## config.mk

```make
export PLATFORM = sky130hd
export DESIGN_NAME = coco_counter_arb
export DESIGN_NICKNAME = d
export VERILOG_FILES = /design/src/rtl/coco_counter_arb.sv
export SDC_FILE = /design/constraint.sdc
export NUM_CORES = 1
export LEC_CHECK = 0
export ABC_AREA = 1
export CAP_MARGIN = 20
export CORE_MARGIN = 2
export CORE_UTILIZATION = 41
export DETAILED_ROUTE_END_ITERATION = 10
export PLACE_DENSITY = 0.88
export SLEW_MARGIN = 20
export SYNTH_ARGS = -nofsm -noshare
export SYNTH_HDL_FRONTEND = slang
export SYNTH_SLANG_ARGS = --single-unit
```

## constraint.sdc

```tcl
create_clock -name clk -period 1.3 [get_ports clk]
set_input_delay 0.26 -clock clk [delete_from_list [all_inputs] [get_ports clk]]
set_output_delay 0.26 -clock clk [all_outputs]
set_load 0.01 [all_outputs]
```

## src/rtl/coco_counter_arb.sv

```systemverilog
// Round-robin two-master sequencer for the coco_counter register port.
// Each grant runs IDLE -> ACC (device access) -> RSP (acknowledge); the IRQ follows the last CTRL writer.
module coco_counter_arb (
    input  logic        clk,
    input  logic        rst,
    input  logic        M0_REQ,
    input  logic        M0_WE,
    input  logic [3:2]  M0_ADD,
    input  logic [31:0] M0_WDAT,
    output logic        M0_ACK,
    output logic [31:0] M0_RDAT,
    output logic        M0_IRQ,
    input  logic        M1_REQ,
    input  logic        M1_WE,
    input  logic [3:2]  M1_ADD,
    input  logic [31:0] M1_WDAT,
    output logic        M1_ACK,
    output logic [31:0] M1_RDAT,
    output logic        M1_IRQ,
    output logic [3:2]  ADD_O,
    output logic        WE_O,
    output logic [31:0] DAT_O,
    input  logic [31:0] DAT_I,
    input  logic        IRQ_I
);

    localparam logic [1:0] ST_IDLE = 2'd0;
    localparam logic [1:0] ST_ACC  = 2'd1;
    localparam logic [1:0] ST_RSP  = 2'd2;

    logic [1:0] state;
    logic       gnt;
    logic       last;
    logic       owner;
    logic       req_any;
    logic       nxt_gnt;

    // On a tie the master that did not win last time is granted.
    always_comb begin
        req_any = M0_REQ | M1_REQ;
        nxt_gnt = M1_REQ;
        if (M0_REQ && M1_REQ) begin
            nxt_gnt = ~last;
        end
    end

    // Control: state, grant history, IRQ owner, write strobe and acknowledges
    always_ff @(posedge clk) begin
        if (rst) begin
            state  <= ST_IDLE;
            gnt    <= 1'b0;
            last   <= 1'b1;
            owner  <= 1'b0;
            WE_O   <= 1'b0;
            M0_ACK <= 1'b0;
            M1_ACK <= 1'b0;
        end else begin
            M0_ACK <= 1'b0;
            M1_ACK <= 1'b0;
            case (state)
                ST_IDLE: begin
                    if (req_any) begin
                        state <= ST_ACC;
                        gnt   <= nxt_gnt;
                        last  <= nxt_gnt;
                        WE_O  <= nxt_gnt ? M1_WE : M0_WE;
                    end
                end
                ST_ACC: begin
                    state <= ST_RSP;
                    WE_O  <= 1'b0;
                    if (gnt) begin
                        M1_ACK <= 1'b1;
                    end else begin
                        M0_ACK <= 1'b1;
                    end
                    if (WE_O && (ADD_O == 2'b00)) begin
                        owner <= gnt;
                    end
                end
                ST_RSP: begin
                    state <= ST_IDLE;
                end
                default: begin
                    state <= ST_IDLE;
                    WE_O  <= 1'b0;
                end
            endcase
        end
    end

    // Data: captured request fields drive the bus; read data lands at the end of ACC
    always_ff @(posedge clk) begin
        if (rst) begin
            ADD_O   <= 2'b00;
            DAT_O   <= 32'd0;
            M0_RDAT <= 32'd0;
            M1_RDAT <= 32'd0;
        end else begin
            if ((state == ST_IDLE) && req_any) begin
                ADD_O <= nxt_gnt ? M1_ADD  : M0_ADD;
                DAT_O <= nxt_gnt ? M1_WDAT : M0_WDAT;
            end
            if (state == ST_ACC) begin
                if (gnt) begin
                    M1_RDAT <= DAT_I;
                end else begin
                    M0_RDAT <= DAT_I;
                end
            end
        end
    end

    assign M0_IRQ = IRQ_I & ~owner;
    assign M1_IRQ = IRQ_I & owner;

endmodule

```

**After elaboration in Yosys (flattened, before gate mapping)**

Cells that the tools add are included.

- Register bits: 106
- Input port bits: 107
- Output and inout port bits: 103
- Logic and storage cells: 43

- Eq/ne operators: 3
- Mux-type cells: 10
- Bitwise operators: 8
- Reductions and logical operators: 11

Operator list:

| cell | number |
|---|---|
| 32-bit 2-to-1 mux | 1 |
| 2-bit AND reduction | 5 |
| 1-bit 2-to-1 mux | 5 |
| 1-bit NOT | 5 |
| 2-bit zero test | 2 |
| 2-bit 2-to-1 mux | 2 |
| 2-bit case mux with 2 select lines | 1 |
| 1-bit logical AND | 3 |
| 1-bit bitwise AND | 2 |
| 2-bit by 1-bit == test with 1-bit output (second input constant) | 1 |
| 2-bit == test (second input constant) | 1 |
| 2-bit inequality test (second input constant) | 1 |
| 1-bit case mux with 2 select lines | 1 |
| 2-bit OR reduction | 1 |
| 1-bit OR | 1 |

**Longest topological paths before layout**

- Word-level depth: 5
- Depth in mapped cells: 8
- Depth with buffers taken out: 7

**Least setup slack after synthesis**

OpenSTA, ideal clock, no wires.

- Path type: register to register
- Start: register state[1]
- End: register ADD_O[2] in the netlist's numbering
- Library setup time: 0.115 ns
- Arrival time: 0.930 ns
- Data required time: 1.185 ns
- Path slack: 0.256 ns
- Stages on the path, launching flop included: 8
- Buffers on the path: 1
- Period minus slack after synthesis: 1.044 ns
- Cells stage by stage: dfxtp_1 -> inv_1 -> nand2_1 -> nor2_4 -> buf_2 -> nand2_1 -> nor2_1 -> nor2_1

- Cells in the longest elaborated chain, start to end: 2

Ends and longest elaborated chain:

| what | RTL line | RTL |
|---|---|---|
| from (decl) | 31 | `logic [1:0] state;` |
| from (signal assigned) | 50 | `state <= ST_IDLE;` |
| from (signal assigned) | 63 | `state <= ST_ACC;` |
| from (signal assigned) | 70 | `state <= ST_RSP;` |
| 2-bit zero test | 100 | `if ((state == ST_IDLE) && req_any) begin` |
| 1-bit logical AND | 100 |  |
| to (signal assigned) | 101 | `ADD_O <= nxt_gnt ? M1_ADD : M0_ADD;` |
| to (decl) | 20 | `output logic [3:2] ADD_O,` |

Every way passes these cells.
A chain may end at the register's enable or synchronous reset.

**Worst setup path after layout**

- Start: register M0_RDAT[25]
- End: output M0_RDAT[25]

RTL lines:

| what | RTL line | RTL |
|---|---|---|
| from (decl) | 11 | `output logic [31:0] M0_RDAT,` |
| from (signal assigned) | 97 | `M0_RDAT <= 32'd0;` |
| from (signal assigned) | 108 | `M0_RDAT <= DAT_I;` |

No word-level cell between the ends.

==> results.md <==
* CTS Buf Count at 9
* Layout net count at 931
* Rows at 37
* Post-Synth Adder-Cell Area at 0%
* Element type at the critical path start: flop
* Power per standard cell area at between 1000 and 1500 nW/µm²
* Actual slew at the worst max-slew pin at 0.290 ns
* Post-Syn Nets at roughly 730
* Vias per cell at 4.73
* Hold crit path type: flop to flop
* Largest family of logic cells by synthesized area: simple AND/OR/NAND/NOR gates
* CP Data Required Time at 1.04 ns
* Arr. time, crit path at about 1 ns
* Setup_tns at 0 ns
* Core Area at 10,300 µm²
* Share of the synthesized area in the top cell type at 49.3%
* Max Cap Violations at 0
* Port buffer count at ~210
* Final Power at approximately 7.5 mW
* ANT cells at 0
* IO Count at 210
* Share of cells above drive strength 1 at under 10%
* EDFF count, synth at 0
* Pin count of the biggest net entering global routing at 34
* Starting DRT DRC Count at 239
* Mapped cell area at between 4000 and 5000 µm²
* Fin cells at 964
* Achievable clock frequency at 0.807 GHz
* Delay-heaviest family, CP: flip-flops
* CP peak stage delay at around 0.33 ns
* FILL cells at 910
* Worst slew margin at 80.6%
* Final setup viols at 0
* First-pass GRT wire length at between 20,000 and 25,000 µm
* ANT nets after route at 0
* Crit path time final at approximately 1.2 ns
* Mux cell area share after synthesis at 0%
* Number of global-route vias before repair at 4,256
* Layout area overhead at 58.5%
* Worst setup margin at about 0.060 ns
* Synth area leader: dfxtp_1
* CP Class: flop to primary output
* Slew Limit Fails at 0
* Synth warnings at 0
* Detail-routed net length per standard cell at 13.1 µm
* Post-Synth XOR/XNOR Area at 0%
* Top cells by instance count after synthesis: nor2_1, nand2_1, dfxtp_1, inv_1, o21ai_1
* Initial Utilization at around two fifths
* Drt pass-1 iters at 4
* Peak supply drop at 0.687 mV
* Clk sinks at between 100 and 150
* Die Y at 106 µm
* H-tree depth at 3
* Top FF cell, synth: dfxtp_1
* Worst skew pair latency at 0.36 ns
* Synth Area in Compound Gates at 11.9%
* CTS Hold Bufs at 0
* Final Hold Vio Count at 0
* Leakage Power at 3.16 nW
* Syn Area/Cell at approximately 7 µm²
* Synth cell types at 19
* CP endpoint kind: primary output
* Max FO, Critical Path at 2
* Gr usage total at between 20% and 30%
* Die ar. at 11,300 µm²
* Sequential element share of the synthesized area at 49.3%
* Flops & latches, synth at 106
* DP HPWL at about 9000 µm
* Placed insts at between 900 and 1,000
* Final WL at 12,600 µm
* Status: finished, final reports clean
* Post-synthesis simple-gate area fraction at 29.7%
* Buf+Inv Stages, Crit Path at 1
* Grt ovf at 0
* Final GP Congestion at roughly 0.75
* Clock Skew at 0.0134 ns
* CTS Buffer Depth at 2
* Initial antenna violation count at 0
* CTS tree: built
* Area contributors post-synth: dfxtp_1, nor2_1, nand2_1
* Root Driver: clkbuf_8
* Slowest CP cell: dfxtp_1
* Clock slew at reported path FFs at 0.11 ns
* Vias at 4,560
* Die X-Extent at 106 µm
* Most common cell in the netlist: nor2_1
* Crit-path cells: dlygate4sd2_1
* Final period util at 95.4%
* Dpl ws at -0.350 ns
* Post-Syn Instances at 618
* DRC at 0
* Fraction of registers with async set/reset at 0%
[worst min-delay path, delay by kind of cell (launching register included)]
kind / cells / cell delay, ns
AO/OA/AOI/OAI: 1 / 0.05
AND/OR/NAND/NOR: 1 / 0.06
flip-flops: 1 / 0.32
[timing repair]
item,in CTS,in global routing
gates resized for setup,111,72
setup endpoints to repair,103,118
gates cloned,0,3
endpoints found under the hold margin,0,0
pin swaps,0,1
buffers inserted,0,3
[where the power goes]
part	internal, mW	leakage (nW)	switching [mW]
registers	3.50	0.872	0.130
logic	0.928	2.19	0.891
clock network	0.906	0.0967	1.15
[cells by family after synthesis]
group / after synthesis
AND/OR/NAND/NOR: 323
flip-flops: 106
AO/OA/AOI/OAI: 102
buffers and inverters: 87
[flip-flops by register name, indices dropped and copies added (netlist names)]
| signal | count |
|---|---|
| gnt | 1 |
| state | 2 |
| M1_ACK | 1 |
| ADD_O | 2 |
| M0_ACK | 1 |
| M0_RDAT | 32 |
| M1_RDAT | 32 |
| WE_O | 1 |
| owner | 1 |
| last | 1 |
| DAT_O | 32 |
[per-layer routing]
metal / GRT usage, % / part of all wire (%)
met4: 4.82 / 0.90
met1: 26.2 / 43
met3: 8.65 / 8.9
met2: 37.6 / 47
met5: 0 / 0
[through the flow]
step                      area (µm²)  hold WS [ns]  util [%]
after floorplan                 4310         0.344         -
after global placement          6630         0.446      64.5
after detailed placement        6630         0.450      64.5
after CTS                       6690         0.462      65.1
after global routing            6820         0.476      66.4
final                           6820         0.460      66.4
[final timing paths]
kind                              endpoint  slack, ns  cells past startpoint                      from
hold reg to reg   M1_RDAT[15]$_SDFFE_PP0P_       0.46                      2  M1_RDAT[15]$_SDFFE_PP0P_
setup reg to reg    DAT_O[18]$_SDFFE_PP0P_       0.07                      8     state[1]$_SDFFE_PP0P_
hold / removal    M1_RDAT[15]$_SDFFE_PP0P_       0.46                      2  M1_RDAT[15]$_SDFFE_PP0P_
setup / recovery               M0_RDAT[25]       0.06                      1  M0_RDAT[25]$_SDFFE_PP0P_
[layout make-up]
type	count	area, µm²	area share (%)
Clock buffer	9	124	1.82
Clock inverter	6	72.6	1.06
Inverter	46	173	2.53
Multi-Input combinational cell	425	1800	26.4
Sequential cell	106	2130	31.2
Tap cell	136	170	2.49
Timing Repair Buffer	236	2360	34.5
[cells in the final DEF, fill, tap and decap left out]
cell and n:
clkinv_4 1, nor3_1 1, clkbuf_2 8, clkinvlp_4 1, a21oi_1 34, clkdlybuf4s15_1 46, o21ai_1 40, buf_12 10
inv_1 42, buf_4 12, nand3_1 35, nand2_2 3, clkdlybuf4s50_1 106, clkbuf_8 9, buf_6 3, clkbuf_16 2
nand2_1 109, o21ai_0 27, dfxtp_2 5, nor2_4 2, nor2_2 2, buf_2 2, dlygate4sd2_1 47, inv_2 4
nor2_1 171, bufinv_16 1, dfxtp_1 101, a22oi_1 1, inv_6 3
(Power assumes the default switching activity.)
